==> config.mk <==
export PLATFORM = sky130hd
export DESIGN_NAME = ahb_gpio_resp_ctrl_flat
export DESIGN_NICKNAME = d
export VERILOG_FILES = /design/src/rtl/ahb_pkg.sv /design/src/rtl/ahb_gpio_resp_ctrl_if.sv /design/src/rtl/ahb_gpio_resp_ctrl.sv /design/src/flat_wrapper.sv
export SDC_FILE = /design/constraint.sdc
export NUM_CORES = 1
export LEC_CHECK = 0
export CORE_MARGIN = 2
export CORE_UTILIZATION = 44
export CTS_CLUSTER_DIAMETER = 30
export DETAILED_ROUTE_END_ITERATION = 8
export HOLD_SLACK_MARGIN = 0.1
export PLACE_DENSITY = 0.79
export SYNTH_ARGS = -nofsm -noshare
export SYNTH_HDL_FRONTEND = slang
export SYNTH_SLANG_ARGS = --single-unit
==> constraint.sdc <==
create_clock -name HCLK -period 2.3 [get_ports HCLK]
set_clock_uncertainty 0.05 [all_clocks]
set_input_delay 0.46 -clock HCLK [delete_from_list [all_inputs] [get_ports HCLK]]
set_output_delay 0.46 -clock HCLK [all_outputs]
set_load 0.05 [all_outputs]
==> src/rtl/ahb_pkg.sv <==
// Shared types and helpers for the AHB GPIO response controller.
package ahb_pkg;

    // Bus-side states: (HREADYOUT,HRESP) = IDLE(1,0) NOT_READY(0,0) ERROR(0,1) ERROR_LAST(1,1)
    typedef enum logic [1:0] {
        IDLE       = 2'b00,
        ERROR_LAST = 2'b01,
        NOT_READY  = 2'b10,
        ERROR      = 2'b11
    } states_t;

    // Registered response outputs that travel together with the state
    typedef struct packed {
        logic hreadyout;
        logic hresp;
        logic req;
    } resp_t;

    localparam logic [2:0] SIZE_HALF = 3'd1;
    localparam logic [2:0] SIZE_WORD = 3'd2;

    // Output values that belong to each state
    function automatic resp_t state_resp(input states_t s);
        resp_t r;
        r = '{hreadyout: 1'b1, hresp: 1'b0, req: 1'b0};
        case (s)
            NOT_READY:  r = '{hreadyout: 1'b0, hresp: 1'b0, req: 1'b1};
            ERROR:      r = '{hreadyout: 1'b0, hresp: 1'b1, req: 1'b0};
            ERROR_LAST: r = '{hreadyout: 1'b1, hresp: 1'b1, req: 1'b0};
            default:    r = '{hreadyout: 1'b1, hresp: 1'b0, req: 1'b0};
        endcase
        return r;
    endfunction

    // Oversized, misaligned, or in the hole between the two register windows
    function automatic logic decode_error(input logic [2:0]  size,
                                          input logic [31:0] addr,
                                          input logic [31:0] lo_end,
                                          input logic [31:0] hi_start);
        logic err;
        err = 1'b0;
        if (size > SIZE_WORD) begin
            err = 1'b1;
        end else if (size == SIZE_WORD && addr[1:0] != 2'b00) begin
            err = 1'b1;
        end else if (size == SIZE_HALF && addr[0]) begin
            err = 1'b1;
        end
        if (addr > lo_end && addr < hi_start) begin
            err = 1'b1;
        end
        return err;
    endfunction

    // Counter increment that sticks at all-ones
    function automatic logic [7:0] sat_inc(input logic [7:0] v);
        return (v == 8'hFF) ? v : v + 8'd1;
    endfunction

endpackage

==> src/rtl/ahb_gpio_resp_ctrl_if.sv <==
// AHB slave-side bus plus the simple register-file request/ack handshake.
interface ahb_gpio_resp_ctrl_if #(
    parameter int ADDR_WIDTH = 12
);
    logic                  HSEL;
    logic [1:0]            HTRANS;
    logic                  HWRITE;
    logic [2:0]            HSIZE;
    logic [ADDR_WIDTH-1:0] HADDR;
    logic                  HREADY;
    logic                  HREADYOUT;
    logic                  HRESP;
    logic                  reg_req;
    logic                  reg_write;
    logic [1:0]            reg_size;
    logic [ADDR_WIDTH-1:0] reg_addr;
    logic                  reg_ack;
    logic                  reg_err;

    modport slave (
        input  HSEL, HTRANS, HWRITE, HSIZE, HADDR, HREADY, reg_ack, reg_err,
        output HREADYOUT, HRESP, reg_req, reg_write, reg_size, reg_addr
    );

    modport master (
        output HSEL, HTRANS, HWRITE, HSIZE, HADDR, HREADY, reg_ack, reg_err,
        input  HREADYOUT, HRESP, reg_req, reg_write, reg_size, reg_addr
    );

endinterface

==> src/rtl/ahb_gpio_resp_ctrl.sv <==
// AHB response controller: decodes transfers, hands valid ones to the
// register file, and generates wait states or two-cycle ERROR responses.
module ahb_gpio_resp_ctrl
    import ahb_pkg::*;
#(
    parameter int                    ADDR_WIDTH   = 12,
    parameter logic [ADDR_WIDTH-1:0] LO_END       = 12'h3FF,
    parameter logic [ADDR_WIDTH-1:0] HI_START     = 12'hFD0,
    parameter int                    WAIT_TIMEOUT = 16
) (
    input  logic                  HCLK,
    input  logic                  HRESET,
    ahb_gpio_resp_ctrl_if.slave   bus,
    output logic [7:0]            err_count
);

    localparam int                WAIT_W    = $clog2(WAIT_TIMEOUT + 1);
    localparam logic [WAIT_W-1:0] WAIT_LAST = WAIT_W'(WAIT_TIMEOUT - 1);

    states_t               state;
    resp_t                 resp;
    logic [WAIT_W-1:0]     wait_cnt;
    logic                  write_q;
    logic [1:0]            size_q;
    logic [ADDR_WIDTH-1:0] addr_q;
    logic                  accept;
    logic                  dec_err;

    assign accept  = bus.HSEL & bus.HTRANS[1] & bus.HREADY & resp.hreadyout;
    assign dec_err = decode_error(bus.HSIZE, 32'(bus.HADDR), 32'(LO_END), 32'(HI_START));

    assign bus.HREADYOUT = resp.hreadyout;
    assign bus.HRESP     = resp.hresp;
    assign bus.reg_req   = resp.req;
    assign bus.reg_write = write_q;
    assign bus.reg_size  = size_q;
    assign bus.reg_addr  = addr_q;

    // Response FSM with registered outputs, wait-state timeout and error counter
    always_ff @(posedge HCLK) begin
        if (HRESET) begin
            state     <= IDLE;
            resp      <= state_resp(IDLE);
            write_q   <= 1'b0;
            size_q    <= 2'b00;
            addr_q    <= '0;
            wait_cnt  <= '0;
            err_count <= 8'h00;
        end else begin
            case (state)
                IDLE, ERROR_LAST: begin
                    if (accept && dec_err) begin
                        state     <= ERROR;
                        resp      <= state_resp(ERROR);
                        err_count <= sat_inc(err_count);
                    end else if (accept) begin
                        state    <= NOT_READY;
                        resp     <= state_resp(NOT_READY);
                        write_q  <= bus.HWRITE;
                        size_q   <= bus.HSIZE[1:0];
                        addr_q   <= bus.HADDR;
                        wait_cnt <= '0;
                    end else begin
                        state <= IDLE;
                        resp  <= state_resp(IDLE);
                    end
                end
                NOT_READY: begin
                    if (bus.reg_ack && !bus.reg_err) begin
                        state <= IDLE;
                        resp  <= state_resp(IDLE);
                    end else if (bus.reg_ack || wait_cnt == WAIT_LAST) begin
                        state     <= ERROR;
                        resp      <= state_resp(ERROR);
                        err_count <= sat_inc(err_count);
                    end else begin
                        wait_cnt <= wait_cnt + WAIT_W'(1);
                    end
                end
                ERROR: begin
                    state <= ERROR_LAST;
                    resp  <= state_resp(ERROR_LAST);
                end
                default: begin
                    state <= IDLE;
                    resp  <= state_resp(IDLE);
                end
            endcase
        end
    end

endmodule
==> src/flat_wrapper.sv <==
// flat-port wrapper written by rule: the top's interface ports become plain ports
module ahb_gpio_resp_ctrl_flat import ahb_pkg::*;
#(
    parameter int                    ADDR_WIDTH   = 12,
    parameter logic [ADDR_WIDTH-1:0] LO_END       = 12'h3FF,
    parameter logic [ADDR_WIDTH-1:0] HI_START     = 12'hFD0,
    parameter int                    WAIT_TIMEOUT = 16
)
  (HCLK, HRESET, err_count, bus_HSEL, bus_HTRANS, bus_HWRITE, bus_HSIZE, bus_HADDR, bus_HREADY, bus_reg_ack, bus_reg_err, bus_HREADYOUT, bus_HRESP, bus_reg_req, bus_reg_write, bus_reg_size, bus_reg_addr);
  ahb_gpio_resp_ctrl_if #(.ADDR_WIDTH(ADDR_WIDTH)) bus_i ();
  input  logic HCLK;
  input  logic HRESET;
  output logic [7:0] err_count;
  input wire logic [$bits(bus_i.HSEL)-1:0] bus_HSEL;
  input wire logic [$bits(bus_i.HTRANS)-1:0] bus_HTRANS;
  input wire logic [$bits(bus_i.HWRITE)-1:0] bus_HWRITE;
  input wire logic [$bits(bus_i.HSIZE)-1:0] bus_HSIZE;
  input wire logic [$bits(bus_i.HADDR)-1:0] bus_HADDR;
  input wire logic [$bits(bus_i.HREADY)-1:0] bus_HREADY;
  input wire logic [$bits(bus_i.reg_ack)-1:0] bus_reg_ack;
  input wire logic [$bits(bus_i.reg_err)-1:0] bus_reg_err;
  output wire logic [$bits(bus_i.HREADYOUT)-1:0] bus_HREADYOUT;
  output wire logic [$bits(bus_i.HRESP)-1:0] bus_HRESP;
  output wire logic [$bits(bus_i.reg_req)-1:0] bus_reg_req;
  output wire logic [$bits(bus_i.reg_write)-1:0] bus_reg_write;
  output wire logic [$bits(bus_i.reg_size)-1:0] bus_reg_size;
  output wire logic [$bits(bus_i.reg_addr)-1:0] bus_reg_addr;
  assign bus_i.HSEL = bus_HSEL;
  assign bus_i.HTRANS = bus_HTRANS;
  assign bus_i.HWRITE = bus_HWRITE;
  assign bus_i.HSIZE = bus_HSIZE;
  assign bus_i.HADDR = bus_HADDR;
  assign bus_i.HREADY = bus_HREADY;
  assign bus_i.reg_ack = bus_reg_ack;
  assign bus_i.reg_err = bus_reg_err;
  assign bus_HREADYOUT = bus_i.HREADYOUT;
  assign bus_HRESP = bus_i.HRESP;
  assign bus_reg_req = bus_i.reg_req;
  assign bus_reg_write = bus_i.reg_write;
  assign bus_reg_size = bus_i.reg_size;
  assign bus_reg_addr = bus_i.reg_addr;
  ahb_gpio_resp_ctrl #(.ADDR_WIDTH(ADDR_WIDTH), .LO_END(LO_END), .HI_START(HI_START), .WAIT_TIMEOUT(WAIT_TIMEOUT)) u_core (.HCLK(HCLK), .HRESET(HRESET), .bus(bus_i), .err_count(err_count));
endmodule
After elaboration in Yosys (flattened, before gate mapping)
Cells that the tools add are included.
Storage, ports and cells
  register bits: 33
  input bits: 24
  output and inout bits: 26
Cells by class
  $add $sub $neg: 2
  $lt $le $gt $ge: 3
  equal/unequal tests: 14
  multiplexer cells: 24
  bitwise logic cells: 4
  reductions and logical operators: 14
Operators with widths (number)
  $mux W8: 4
  $mux W5: 4
  $pmux W8 S2: 1
  $gt A12 B10 Y1 const B: 1
  $lt A12 B12 Y1 const B: 1
  $mux W3: 4
  $pmux W5 S2: 1
  $pmux W3 S3: 1
  $add A8 B1 Y8 const B: 1
  $eq A8 B8 Y1 const B: 1
  $mux W2: 4
  $ne A2 B1 Y1 const B: 3
  $ne A2 B2 Y1 const B: 3
  $pmux W2 S3: 1
  $add A5 B1 Y5 const B: 1
  $eq A5 B4 Y1 const B: 1
  $logic_and A1 B1 Y1: 5
  $reduce_and A5 Y1: 1
  $eq A2 B2 Y1 const B: 2
  $mux W1: 4
  $reduce_and A4 Y1: 1
  $reduce_bool A2 Y1: 2
  $and A1 B1 Y1: 3
  $eq A3 B1 Y1 const B: 1
  other kinds (10): 10

Longest topological paths before layout
  depth after elaboration: 9
  depth in mapped cells: 9
  mapped depth without buffers: 8

Worst setup path before layout
No wires, ideal clock.
  kind: register to register
  start: register u_core.resp, in the netlist u_core.bus.HREADYOUT
  end: register u_core.addr_q[0], in the netlist u_core.bus.reg_addr[0]
  library setup time: 0.134 ns
  data arrival time: 1.879 ns
  required time: 2.116 ns
  slack: 0.237 ns
  stages on the path, launching flop included: 8
  buffers on the path: 2
  cells stage by stage: dfxtp_1 nand4_1 or2_4 or3_1 buf_6 buf_8 nand2_1 a21oi_1
On the way
  word-level cells in the longest chain between the ends: 4
Ends and longest elaborated chain
  from (decl): RTL line ahb_gpio_resp_ctrl.sv:21  | resp_t resp;
  from (signal assigned): RTL line ahb_gpio_resp_ctrl.sv:43  | resp <= state_resp(IDLE);
  from (signal assigned): RTL line ahb_gpio_resp_ctrl.sv:54  | resp <= state_resp(ERROR);
  from (signal assigned): RTL line ahb_gpio_resp_ctrl.sv:58  | resp <= state_resp(NOT_READY);
  $and A1 B1 Y1 (*): RTL line ahb_gpio_resp_ctrl.sv:29  | assign accept = bus.HSEL & bus.HTRANS[1] & bus.HREADY & resp.hreadyout;
  $logic_and A1 B1 Y1: RTL line ahb_gpio_resp_ctrl.sv:52  | if (accept && dec_err) begin
  $not A1 Y1 (no source line)
  $reduce_and A3 Y1 (no source line) (*)
  to (signal assigned): RTL line ahb_gpio_resp_ctrl.sv:61  | addr_q <= bus.HADDR;
  to (decl): RTL line ahb_gpio_resp_ctrl.sv:25  | logic [ADDR_WIDTH-1:0] addr_q;
Every way passes the cells marked *; elsewhere a longest branch is shown, timed or not.
A chain may end at the register's enable or synchronous reset.

Worst setup path after layout
  start: register u_core.err_count[2]
  end: output err_count[2]
RTL lines
  from (decl): RTL line ahb_gpio_resp_ctrl.sv:14  | output logic [7:0] err_count
  from (signal assigned): RTL line ahb_gpio_resp_ctrl.sv:55  | err_count <= sat_inc(err_count);
  from (signal assigned): RTL line ahb_gpio_resp_ctrl.sv:75  | err_count <= sat_inc(err_count);
  to (decl): RTL line flat_wrapper.sv:13  | output logic [7:0] err_count;
No word-level cell between the ends.

==> impl_results.md <==
* Buf/Inv on CP at 1
* Grt ovf at 0
* Post-Syn Nets at approximately 190
* Fin area at 2020 um2
* Mux cell area share after synthesis at about 2.1%
* Final TNS setup at 0 ns
* # H-tree levels at 2
* Routed vias at 1330
* Synth Area in Compound Gates at 18.3%
* Clock Latency Late Sink at 0.34 ns
* Post-CTS setup buffers at 0
* CTS buffer count at 5
* Yosys top cell area share at between 40% and 50%
* DRT antenna net count at 0
* Syn Area/Cell at 8.88 um2
* 1st-pass router iterations at 4
* Diodes inserted at 0
* Mapped Area at 1400 um2
* Hold-fix buffers, CTS at 0
* Antenna violations before repair at 0
* DP Wirelength at 2.36 mm
* Fin crit share at between 90 and 100%
* CP Data Required Time at around 1.8 ns
* Vias in the first global route at ~1200
* Area contributors post-synth: dfxtp_1, nand2_1, a21oi_1, ha_1, or3_1
* Crit start category: register
* Largest net degree at the start of global routing at 32
* LEAKAGE at roughly 0.70 nW
* Power Density at 551 nW/um2
* Setup violators final at 0
* GRT busiest layer: met2
* Max stage delay on crit path at 0.85 ns
* Maximum vdd drop at 355 uV
* Post-synthesis adder-cell area fraction at roughly 2.7%
* Synth-to-Final Area Change at 43.7%
* CP delay by family, top: buffers and inverters
* Total Routed Length at 3.15 mm
* Met3 Use GR at 7.04%
* Max Transition Viols Final at 0
* First-pass GRT wire length at 4.95 mm
* Resized cells post-CTS at 0
* Final nets at between 200 and 250
* Clk pin slew, worst setup/hold paths at 0.11 ns
* Die X at between 60 and 70 um
* Hold Vio Cnt, Final at 0
* CP max stage cell: clkdlybuf4s50_1
* Placed cell area at 1940 um2
* Mapped Cells at 158
* Root buf cell: clkbuf_4
* CTS tree: yes
* Number of remaining DRC errors at 0
* Most frequent cells in the layout: clkdlybuf4s50_1, nand2_1, dfxtp_1
* Max FO, Critical Path at 8
* # IOs at 50
* Yosys reg bits at 32
* Crit path time final at 2.15 ns
* Yosys warns at 0
* XOR/XNOR Fraction of Synth Area at 2.50%
* Crit path kind: register to output port
* Cells along the critical path: clkdlybuf4s50_1
* Main combinational cell family by area after synthesis: simple AND/OR/NAND/NOR gates
* Share of layout cells above drive strength 1 at 10.8%
* RePlAce Congestion at 0.769
* Starting DRT DRC Count at 53
* # rows at 20
* TritonCTS Sinks at 32
* Status: complete, no violations
* Unique masters post-synth at 35
* WL/cell at roughly 12 um
* Measured slew at the worst slew-check pin at 0.522 ns
* Hold Crit Class: register to register
* I/O Buffers at 48
* Worst endpoint data arrival time at 1.64 ns
* Seq/Total Area, Yosys at 45.7%
* MaxCap Viol Count at 0
* Met1 usage at 18.1%
* Grt met2 use at 34.6%
* Critical Path Sink Type: output port
* Synth area leader: dfxtp_1
* Fmax at 464 MHz
* Via/cell ratio at 5.18
* Simple-Gate Fraction of Synth Area at between 20% and 30%
* Most common cell after layout, fill and taps aside: clkdlybuf4s50_1
* Tot GR Track Use at 18.5%
* RSZ-0062 raised after global routing: false
* Clock buffer depth at 2
* Die footprint at 3660 um2
* Starting Density at 45.9%
* Max transition margin at between 60 and 70%
* Die height at 60.5 um
* Core ar. at 3050 um2
==> cell usage after synthesis, drive strengths merged <==
master,number
a2111oi,1
a21oi,24
and2b,1
and3,2
and4,1
buf,4
clkbuf,3
dfxtp,32
ha,3
inv,3
mux2i,3
nand2,34
nand2b,1
nand3,3
nand4,5
nor2,5
nor3,7
nor4,1
o211ai,1
o21a,1
o21ai,6
o21ba,1
o21bai,1
o22a,1
o22ai,1
o311ai,1
o31a,1
or2,1
or3,6
xnor2,1
xor2,3
==> state kept, by name (all words and copies together), names as in the netlist <==
name / flops
u_core.bus.HREADYOUT: 1
u_core.bus.reg_addr: 12
u_core.bus.reg_req: 1
u_core.bus.reg_size: 2
u_core.bus.reg_write: 1
u_core.err_count: 8
u_core.state: 2
u_core.wait_cnt: 5
==> cell families after synthesis <==
family                     Yosys count
buffers and inverters               10
and+or+nand+nor                     67
xor gates and xnor gates             4
DFF                                 32
muxes                                3
AOI/OAI and AO/OA                   39
adders and majority gates            3
==> worst paths after layout <==
kind                                                     startpoint                                  end  slack (ns)  cells past startpoint
worst max register to register      u_core.wait_cnt[0]$_SDFFE_PP0P_     u_core.err_count[2]$_SDFFE_PP0P_        0.22                      9
worst min-delay path            u_core.bus.reg_addr[6]$_SDFFE_PP0P_  u_core.bus.reg_addr[6]$_SDFFE_PP0P_        0.41                      2
worst max-delay path               u_core.err_count[2]$_SDFFE_PP0P_                         err_count[2]        0.15                      1
worst min register to register  u_core.bus.reg_addr[6]$_SDFFE_PP0P_  u_core.bus.reg_addr[6]$_SDFFE_PP0P_        0.41                      2
==> area by class of cell <==
| type | count | area, um2 |
|---|---|---|
| tap | 44 | 55.1 |
| sequential | 32 | 641 |
| clock inverter | 3 | 42.5 |
| fill | 271 | 1040 |
| multi-input combinational | 116 | 691 |
| inverter | 3 | 11.3 |
| clock buffer | 5 | 37.5 |
| timing repair buffer | 54 | 538 |
==> per-layer routing <==
layer	share of wire (%)	up-vias
li1	-	667
met1	40	630
met2	54	28
met3	4.3	5
met4	1.4	0
met5	0	-
==> where the power goes <==
group	leakage (nW)	internal, mW	switching [mW]
Combinational	0.399	0.0617	0.0570
Clock	0.0412	0.226	0.199
Sequential	0.258	0.560	0.00628
Total	0.698	0.848	0.262
==> per-stage QoR <==
stage / utilization [%] / hold WS (ns) / power, mW / std cells / worst slack [ns]
finish: 66.0 / 0.409 / 1.11 / 257 / 0.146
global route: 66.0 / 0.432 / 1.16 / 257 / 0.0693
CTS: 66.0 / 0.412 / 1.13 / 257 / 0.127
detailed placement: 63.4 / 0.398 / 0.698 / 249 / 0.0333
global placement: 63.4 / 0.389 / 0.695 / 249 / 0.0584
floorplan: - / 0.427 / 0.635 / 158 / 0.237
Note: power is estimated with default switching activity, not from simulation.
